[config.mk]
export PLATFORM = sky130hd
export DESIGN_NAME = hood_controller_multi
export DESIGN_NICKNAME = d
export VERILOG_FILES = /design/src/rtl/hood_controller_multi.sv
export SDC_FILE = /design/constraint.sdc
export NUM_CORES = 1
export LEC_CHECK = 0
export CORE_MARGIN = 3
export CORE_UTILIZATION = 50
export DETAILED_ROUTE_END_ITERATION = 12
export PLACE_DENSITY = 0.77
export SYNTH_ARGS = -nofsm -noshare
export SYNTH_HDL_FRONTEND = slang
export SYNTH_SLANG_ARGS = --single-unit
[constraint.sdc]
create_clock -name clk -period 2.58 [get_ports clk]
set_input_delay 0.645 -clock clk [delete_from_list [all_inputs] [get_ports clk]]
set_output_delay 0.645 -clock clk [all_outputs]
set_load 0.01 [all_outputs]
[src/rtl/hood_controller_multi.sv]
// hood_controller_multi: range-hood mode controller with N smoke levels, self-clean countdown and short/long menu press detection.
// Optional top-level dwell timeout enabled by defining HOOD_TOP_TIMEOUT_EN.
module hood_controller_multi #(
  parameter int NUM_LEVELS        = 3,
  parameter int TICK_DIV          = 1000000,
  parameter int DEBOUNCE_TICKS    = 2,
  parameter int LONG_PRESS_TICKS  = 200,
  parameter int CLEAN_W           = 16,
  parameter int TOP_TIMEOUT_TICKS = 6000
) (
  input  logic                  clk,
  input  logic                  reset,
  input  logic                  power_on,
  input  logic                  menu,
  input  logic [NUM_LEVELS:0]   mode_sel,
  input  logic [CLEAN_W-1:0]    clean_delay,
  output logic [1:0]            state,
  output logic [NUM_LEVELS-1:0] smoke_lvl,
  output logic [CLEAN_W-1:0]    clean_remaining,
  output logic                  clean_done,
  output logic                  short_press,
  output logic                  long_press
);
  localparam int DW  = $clog2(TICK_DIV + 1);
  localparam int DBW = $clog2(DEBOUNCE_TICKS + 1);
  localparam int HW  = $clog2(LONG_PRESS_TICKS + 1);
  localparam logic [DW-1:0]     DIV_LAST  = DW'(TICK_DIV - 1);
  localparam logic [DBW-1:0]    DBC_LAST  = DBW'(DEBOUNCE_TICKS - 1);
  localparam logic [HW-1:0]     HOLD_MAX  = HW'(LONG_PRESS_TICKS);
  localparam logic [NUM_LEVELS:0] CLEAN_SEL = {1'b1, {NUM_LEVELS{1'b0}}};

  typedef enum logic [1:0] {OFF = 2'b00, STANDBY = 2'b01, SMOKING = 2'b10, CLEANING = 2'b11} state_t;

  logic [DW-1:0]  div_q, div_d;
  logic           tick;
  logic [1:0]     sync_q, sync_d;
  logic           db_q, db_d, db_prev_q;
  logic [DBW-1:0] dbc_q, dbc_d;
  logic [HW-1:0]  hold_q, hold_d;
  logic           short_q, short_d, long_q, long_d;
  logic           rise, fall;

  state_t                  state_q, state_d;
  logic [NUM_LEVELS-1:0]   smoke_q, smoke_d;
  logic [CLEAN_W-1:0]      rem_q, rem_d;
  logic                    done_q, done_d;
  logic                    lvl_ok, cln_ok, tmo;

  // Prescaler, menu synchroniser/debouncer and hold-time press classifier.
  always_comb begin
    tick    = div_q == DIV_LAST;
    div_d   = tick ? '0 : div_q + 1'b1;
    sync_d  = {sync_q[0], menu};
    db_d    = db_q;
    dbc_d   = dbc_q;
    if (tick) begin
      if (sync_q[1] == db_q) dbc_d = '0;
      else if (dbc_q == DBC_LAST) begin
        db_d  = ~db_q;
        dbc_d = '0;
      end else dbc_d = dbc_q + 1'b1;
    end
    rise    = db_q & ~db_prev_q;
    fall    = ~db_q & db_prev_q;
    hold_d  = rise ? '0 : (db_q && tick && hold_q != HOLD_MAX) ? hold_q + 1'b1 : hold_q;
    long_d  = !rise && db_q && tick && hold_q == HOLD_MAX - 1'b1;
    short_d = fall && hold_q != HOLD_MAX;
  end

  // Registers for the input path; everything clears while reset is low.
  always_ff @(posedge clk or negedge reset) begin
    if (!reset) begin
      div_q     <= '0;
      sync_q    <= '0;
      db_q      <= 1'b0;
      db_prev_q <= 1'b0;
      dbc_q     <= '0;
      hold_q    <= '0;
      short_q   <= 1'b0;
      long_q    <= 1'b0;
    end else begin
      div_q     <= div_d;
      sync_q    <= sync_d;
      db_q      <= db_d;
      db_prev_q <= db_q;
      dbc_q     <= dbc_d;
      hold_q    <= hold_d;
      short_q   <= short_d;
      long_q    <= long_d;
    end
  end

`ifdef HOOD_TOP_TIMEOUT_EN
  localparam int TW = $clog2(TOP_TIMEOUT_TICKS + 1);
  logic [TW-1:0] dwell_q, dwell_d;
  assign tmo = state_q == SMOKING && smoke_q[NUM_LEVELS-1] && tick && dwell_q == TW'(TOP_TIMEOUT_TICKS - 1);
  // Dwell counter runs only while the top level stays selected; any other move clears it.
  always_comb begin
    dwell_d = (state_q == SMOKING && smoke_q[NUM_LEVELS-1] && state_d == SMOKING && smoke_d[NUM_LEVELS-1]) ? dwell_q + TW'(tick) : '0;
  end
  // Dwell counter register.
  always_ff @(posedge clk or negedge reset) begin
    if (!reset) dwell_q <= '0;
    else        dwell_q <= dwell_d;
  end
`else
  assign tmo = 1'b0;
`endif

  // Mode FSM: power loss beats long press, which beats short press, which beats timers.
  always_comb begin
    lvl_ok  = $onehot(mode_sel) && !mode_sel[NUM_LEVELS];
    cln_ok  = mode_sel == CLEAN_SEL;
    state_d = state_q;
    smoke_d = smoke_q;
    rem_d   = rem_q;
    done_d  = 1'b0;
    if (!power_on) begin
      state_d = OFF;
      smoke_d = '0;
      rem_d   = '0;
    end else if (state_q == OFF) state_d = STANDBY;
    else if (long_q) begin
      state_d = STANDBY;
      smoke_d = '0;
      rem_d   = '0;
    end else if (state_q == STANDBY) begin
      if (short_q && lvl_ok) begin
        state_d = SMOKING;
        smoke_d = mode_sel[NUM_LEVELS-1:0];
      end else if (short_q && cln_ok) begin
        state_d = clean_delay == '0 ? STANDBY : CLEANING;
        rem_d   = clean_delay;
        done_d  = clean_delay == '0;
      end
    end else if (state_q == SMOKING) begin
      if (short_q) begin
        state_d = (lvl_ok && mode_sel[NUM_LEVELS-1:0] != smoke_q) ? SMOKING : STANDBY;
        smoke_d = (lvl_ok && mode_sel[NUM_LEVELS-1:0] != smoke_q) ? mode_sel[NUM_LEVELS-1:0] : '0;
      end else if (tmo) begin
        state_d = NUM_LEVELS == 1 ? STANDBY : SMOKING;
        smoke_d = smoke_q >> 1;
      end
    end else if (tick) begin
      rem_d   = rem_q - 1'b1;
      done_d  = rem_q == CLEAN_W'(1);
      state_d = rem_q == CLEAN_W'(1) ? STANDBY : CLEANING;
    end
  end

  // FSM state and registered outputs.
  always_ff @(posedge clk or negedge reset) begin
    if (!reset) begin
      state_q <= OFF;
      smoke_q <= '0;
      rem_q   <= '0;
      done_q  <= 1'b0;
    end else begin
      state_q <= state_d;
      smoke_q <= smoke_d;
      rem_q   <= rem_d;
      done_q  <= done_d;
    end
  end

  assign state           = state_q;
  assign smoke_lvl       = smoke_q;
  assign clean_remaining = rem_q;
  assign clean_done      = done_q;
  assign short_press     = short_q;
  assign long_press      = long_q;
endmodule

==> results.cfg, run 1 <==
[clock_tree]
cts.reportedPaths.clkPinSlew_ns = 0.07
cts.sinks = 58
worstSkewPairLatency_ns = 0.34
clockBufferDepth = 2
root_buffer = clkbuf_8
hold_buffers = 0
cts_buffers = 9
cts_tree = built
cts_max_level = 3

[timing]
setup_tns_ns = -0.0344
grt_setup_unrepaired = true
setup_viol = 3
finalHoldViolCount = 0
skew_ns = 0.00665
fin_hold_ws_ns = 0.271
worst_pin_slew_ns = 0.534
worst_slack_ns = -0.0301
final.period_utilization_pct = 101
maxSlewHeadroom_pct = 64.4
slew_viol_final = 0
fin_crit_ns = 2.61
max_freq_mhz = 383

[die]
coreArea_sq_mm = 0.00646
initial_core_util_pct = 52.7
ioPinCount = 48
row_count = 29
dieArea_sq_mm = 0.00783
die_w_microns = 88.5
die_h_microns = 88.5

[critical_path]
end_kind = flip-flop
path_class = input port to flip-flop
startpoint_type = input port
worst-r2r-setup-slack_ns = 0.13
endpoint = state[0]
r2r-start = div_q[11]
slowest_delay_ns = 0.54
crit_chain = buf_12 > inv_12 > fa_1 > inv_1 > ha_2 > ha_4 > or4b_4 > a31oi_4 > a21o_1 > a31o_2 > mux2i_1
critPathLaunch = mode_sel[0]
r2r_end = hold_q[1]
cp_slowest_cell = or4b_4
rr_worst_depth = 5
cp.arrival_ns = 2.82
crit_fanout = 4
required_ns = 2.79

[cells_and_area]
final_cell_mix = dfrtp_1, clkdlybuf4s50_1, nor2_1, buf_4, o21ai_0
drive_gt1_share_pct = 16.4
layout_commonest_cell = dfrtp_1
nets = 483
antenna_cells = 0
fill_cells = 516
syn_to_final_growth_pct = 30.2
final_core_util_pct = 68.6

[placed_design]
hpwl_microns = 6750
port_buffers = 47
place_congestion = 0.934

[routing]
via_per_inst = 6.20
ant_nets = 0
vias = 3272
wl_microns = 9460
drcViolationCount = 0
wl_per_cell_microns = 17.9
drt-pass1-iter-count = 6
dr.first_iter.drc_count = 225

[synth]
ys.flop_type = dfrtp_1
ys_types = 56
synthCells = 368
syn-num-nets = 405
synth-async-reset-ratio_pct = 100
yosysSeqAreaShare_pct = 42.7
synth_edf_count = 0
synth_seq_cells = 58
synth_area_sq_mm = 0.00340
synth_area_per_cell_sq_um = 9.24
yosysWarningCount = 0

[global_routing]
grt_overflow = 0
grt_max_degree = 39
grt_pass1_vias = 3183
grt_usage_pct = 25.8
grt_antenna_before_repair = 0
grt_pass1_wl_microns = 15400

[run_status]
status = finished with violations
violations = setup timing

[job]
maxCapViolCount = 0

[pwr]
p_per_area_mw_per_mm2 = 655
peakVddDrop_uv = 583
p_leak_nw = 1.96
power_w = 0.00290

[min_path]
min_path_type = input port to asynchronous set/reset pin
==> layer usage <==
metal / track usage, % / share of wire (%) / vias up
li1: - / - / 1521
met1: 33.2 / 42 / 1581
met2: 42.1 / 49 / 144
met3: 6.05 / 7.2 / 26
met4: 9.89 / 2.1 / 0
met5: 0 / 0 / -
==> power by group <==
part / internal [W] / switching, W
sequential: 0.000955 / 0.0000594
clock: 0.000469 / 0.000383
combinational: 0.000441 / 0.000591
==> critical path, delay by kind of cell <==
family | cells | cell delay (ns)
buf+inv | 3 | 0.16
compound gates | 3 | 0.51
fa+ha+maj | 3 | 0.90
simple gates | 1 | 0.54
mux | 1 | 0.06
==> Yosys cell counts, types with 2 or more instances <==
library cell  count  area share [%]
o211a_1           2            0.59
o31ai_1           6             1.3
and3_1            8             1.5
nand4_1          12             2.2
or2_2             2            0.37
or3_1             3            0.55
mux2i_1           4             1.2
o311ai_0          4             1.0
or4_1             2            0.44
o2bb2ai_1         2            0.51
o41ai_1           2            0.51
a211o_1           2            0.51
and2_1            2            0.37
inv_1            23             2.5
a31oi_1           6             1.1
nand3_1          15             2.2
ha_1             12             4.4
xnor2_1          11             2.8
dfrtp_1          58              43
xor2_1           12             3.1
nand4b_1          2            0.51
or4b_1            2            0.59
or4_4             2            0.66
nand2_1          23             2.5
a22o_1            4             1.0
o21ai_0          28             4.1
a21oi_1          12             1.8
nor3_1           11             1.6
nor2_1           39             4.3
a31o_2            2            0.51
a221o_1           3            0.88
nand2b_1          2            0.37
or3b_2            2            0.51
clkbuf_1          6            0.66
mux2_2            2            0.66
nor4_1           20             3.7
==> area by class of cell <==
| cell class | count | area (sq um) | share of cell area [%] |
|---|---|---|---|
| clock buffer | 11 | 141 | 3.19 |
| clock inverter | 5 | 53.8 | 1.22 |
| inverter | 24 | 103 | 2.32 |
| multi-input combinational | 278 | 1890 | 42.8 |
| sequential | 58 | 1450 | 32.8 |
| tap | 77 | 96.3 | 2.18 |
| timing repair buffer | 75 | 688 | 15.5 |
==> cell families after synthesis <==
group | synth area share, %
AOI/OAI and AO/OA | 15.8
xor gates and xnor gates | 5.92
adders and majority gates | 5.00
buffers and inverters | 3.79
DFF | 42.7
muxes | 1.84
and+or+nand+nor | 25.0
==> worst min-delay path by stage <==
stage                     startpoint                  to  slack (ns)
after floorplan            sync_q[0]           sync_q[1]        0.33
after global placement     sync_q[0]           sync_q[1]        0.33
after detailed placement   sync_q[0]           sync_q[1]        0.34
after CTS                      reset  clean_remaining[2]        0.29
after global routing           reset  clean_remaining[2]        0.29
final                          reset  clean_remaining[2]        0.27
==> sequential cells by signal, summed over array words and instances (netlist names) <==
| signal | flops |
|---|---|
| hold_q | 8 |
| clean_remaining | 16 |
| smoke_lvl | 3 |
| dbc_q | 2 |
| clean_done | 1 |
| db_prev_q | 1 |
| sync_q | 2 |
| state | 2 |
| short_press | 1 |
| long_press | 1 |
| div_q | 20 |
| db_q | 1 |
==> per-stage QoR <==
step           std cells  setup slack [ns]  cell area [sq um]
2_1_floorplan        368            -0.167               3460
3_3_place_gp         509            -0.897               4180
3_5_place_dp         509            -0.954               4180
4_1_cts              527           -0.0332               4400
5_1_grt              528           -0.0971               4430
6_report             528           -0.0301               4430
==> timing repair <==
action,4_1_cts,5_1_grt
setup buffers,2,1
pin swaps,10,2
endpoints found under the setup margin,6,9
gates resized for setup,20,5
No activity file was read; power rests on OpenSTA's default activity.
==> run 2: changes to the inputs <==
- CTS_BUF_LIST: not set -> sky130_fd_sc_hd__clkbuf_4 sky130_fd_sc_hd__clkbuf_8 sky130_fd_sc_hd__clkbuf_16
- GPL_TIMING_DRIVEN: not set -> 0
==> run 2 against run 1 <==
Effect of this change: clock power increased by 12%; sequential power about the same; the run still ends with setup timing left; utilization decreased by 1.2 points; critical endpoint unchanged; critical path depth unchanged; combinational power decreased by 3%; total power increased by 2.3%; clock skew increased by 0.00069 ns; die area unchanged; hold slack got worse by 0.036 ns; sequential share of layout area increased by 0.58 points.
==> results.cfg, run 2 (synthesis gave the netlist of run 1 again) <==
[run_status]
status = finished with violations
violations = setup timing

[timing]
grt_setup_unrepaired = true
fin_crit_ns = 2.60
skew_ns = 0.00734
worst_pin_slew_ns = 0.817
max_freq_mhz = 384
slew_viol_final = 0
setup_viol = 3
finalHoldViolCount = 0
maxSlewHeadroom_pct = 45.0
worst_slack_ns = -0.0228
final.period_utilization_pct = 101

[routing]
via_per_inst = 6.13
drt-pass1-iter-count = 8
dr.first_iter.drc_count = 274
wl_microns = 8940
drcViolationCount = 0
wl_per_cell_microns = 17.4
ant_nets = 0
vias = 3145

[pwr]
p_leak_nw = 1.89
peakVddDrop_uv = 649
power_w = 0.00296
p_per_area_mw_per_mm2 = 681

[die]
row_count = 29
die_h_microns = 88.5
ioPinCount = 48
dieArea_sq_mm = 0.00783
initial_core_util_pct = 52.7
die_w_microns = 88.5
coreArea_sq_mm = 0.00646

[min_path]
min_path_type = input port to asynchronous set/reset pin

[critical_path]
r2r-start = div_q[7]
critPathLaunch = mode_sel[3]
required_ns = 2.79
startpoint_type = input port
path_class = input port to flip-flop
crit_chain = buf_8 > inv_4 > fa_1 > inv_1 > ha_2 > ha_4 > or4b_4 > a31oi_4 > a21o_1 > a31o_2 > mux2i_1
crit_fanout = 4
critical-path-top-delay-family = adder cells
end_kind = flip-flop
slowest_delay_ns = 0.54
critPathBufInv = 3
cp_slowest_cell = or4b_4
cp.arrival_ns = 2.81

[global_routing]
grt_pass1_vias = 2958
grt_antenna_before_repair = 0
grt_usage_pct = 23.6
grt_pass1_wl_microns = 14400
grt_overflow = 0
grt_max_degree = 42

[cells_and_area]
seqCellArea_sq_mm = 0.00145
final_cells = 513
layout_commonest_cell = dfrtp_1
drive_gt1_share_pct = 13.1
largest_reg_flops = 20
final_cell_mix = dfrtp_1, clkdlybuf4s50_1, nor2_1, o21ai_0, nand2_1
multi_input_area_sq_mm = 0.00191
top_register = div_q
fill_cells = 532
syn_to_final_growth_pct = 27.9
nets = 468
antenna_cells = 0

[placed_design]
port_buffers = 47
dpl.cell_count = 493
post-place-ws_ns = -1.06
place_congestion = 0.917
hpwl_microns = 6180

[clock_tree]
worstSkewPairLatency_ns = 0.34
cts.sinks = 58
cts.reportedPaths.clkPinSlew_ns = 0.07
clockBufferDepth = 2
hold_buffers = 0
root_buffer = clkbuf_8
cts_buffers = 9
cts_max_level = 3
cts_tree = built

[job]
maxCapViolCount = 0
==> run 2: changes by cell type in the layout (fill, tap and decap cells not counted), sizes merged <==
cell,delta
clkinvlp,+2
clkbuf,+6
bufinv,+1
clkinv,-3
buf,-21
==> run 2: routing by layer <==
layer / track usage (%) / vias up / share of wire (%)
met4: 8.65 / 0 / 1.8
met3: 4.38 / 21 / 6.5
met5: 0 / - / 0
met2: 37.7 / 111 / 47
li1: - / 1492 / -
met1: 32.2 / 1521 / 45
==> run 2: power breakdown <==
part | internal [W] | switching [W]
clock network | 0.000578 | 0.000379
logic | 0.000402 | 0.000592
registers | 0.000955 | 0.0000593
==> run 2: layout make-up <==
type,count,area share [%]
flip-flops and latches,58,33.4
repair buffers,52,12.0
inverters,24,2.56
plain buffers,8,0.892
clock buffers,11,3.34
clock inverters,5,1.78
multi-input cells,278,43.8
well taps,77,2.21
==> run 2: what timing repair did <==
action,in CTS,in global routing
pin swaps,10,0
resized for setup,26,6
buffers inserted,4,0
setup endpoints to repair,21,20
==> run 2: path summary, 6_finish.rpt <==
check | slack [ns] | to | depth (start not counted)
worst max-delay path | -0.02 | state[0] | 11
worst min-delay path | 0.24 | clean_remaining[2] | 1
worst max register to register | 0.06 | clean_remaining[6] | 6
worst min register to register | 0.35 | sync_q[1] | 0
max in group asynchronous | 1.78 | div_q[10] | 2
min in group clk | 0.35 | sync_q[1] | 0
==> run 2: per-stage QoR <==
step / hold slack (ns) / setup TNS [ns] / util [%] / instance area [sq um]
2_1_floorplan: 0.331 / -0.927 / - / 3460
4_1_cts: 0.248 / -0.0207 / 66.9 / 4320
3_5_place_dp: 0.338 / -12.07 / 62.5 / 4040
3_3_place_gp: 0.335 / -68.27 / 62.3 / 4020
5_1_grt: 0.262 / -0.745 / 67.4 / 4350
6_report: 0.236 / -0.0456 / 67.4 / 4350
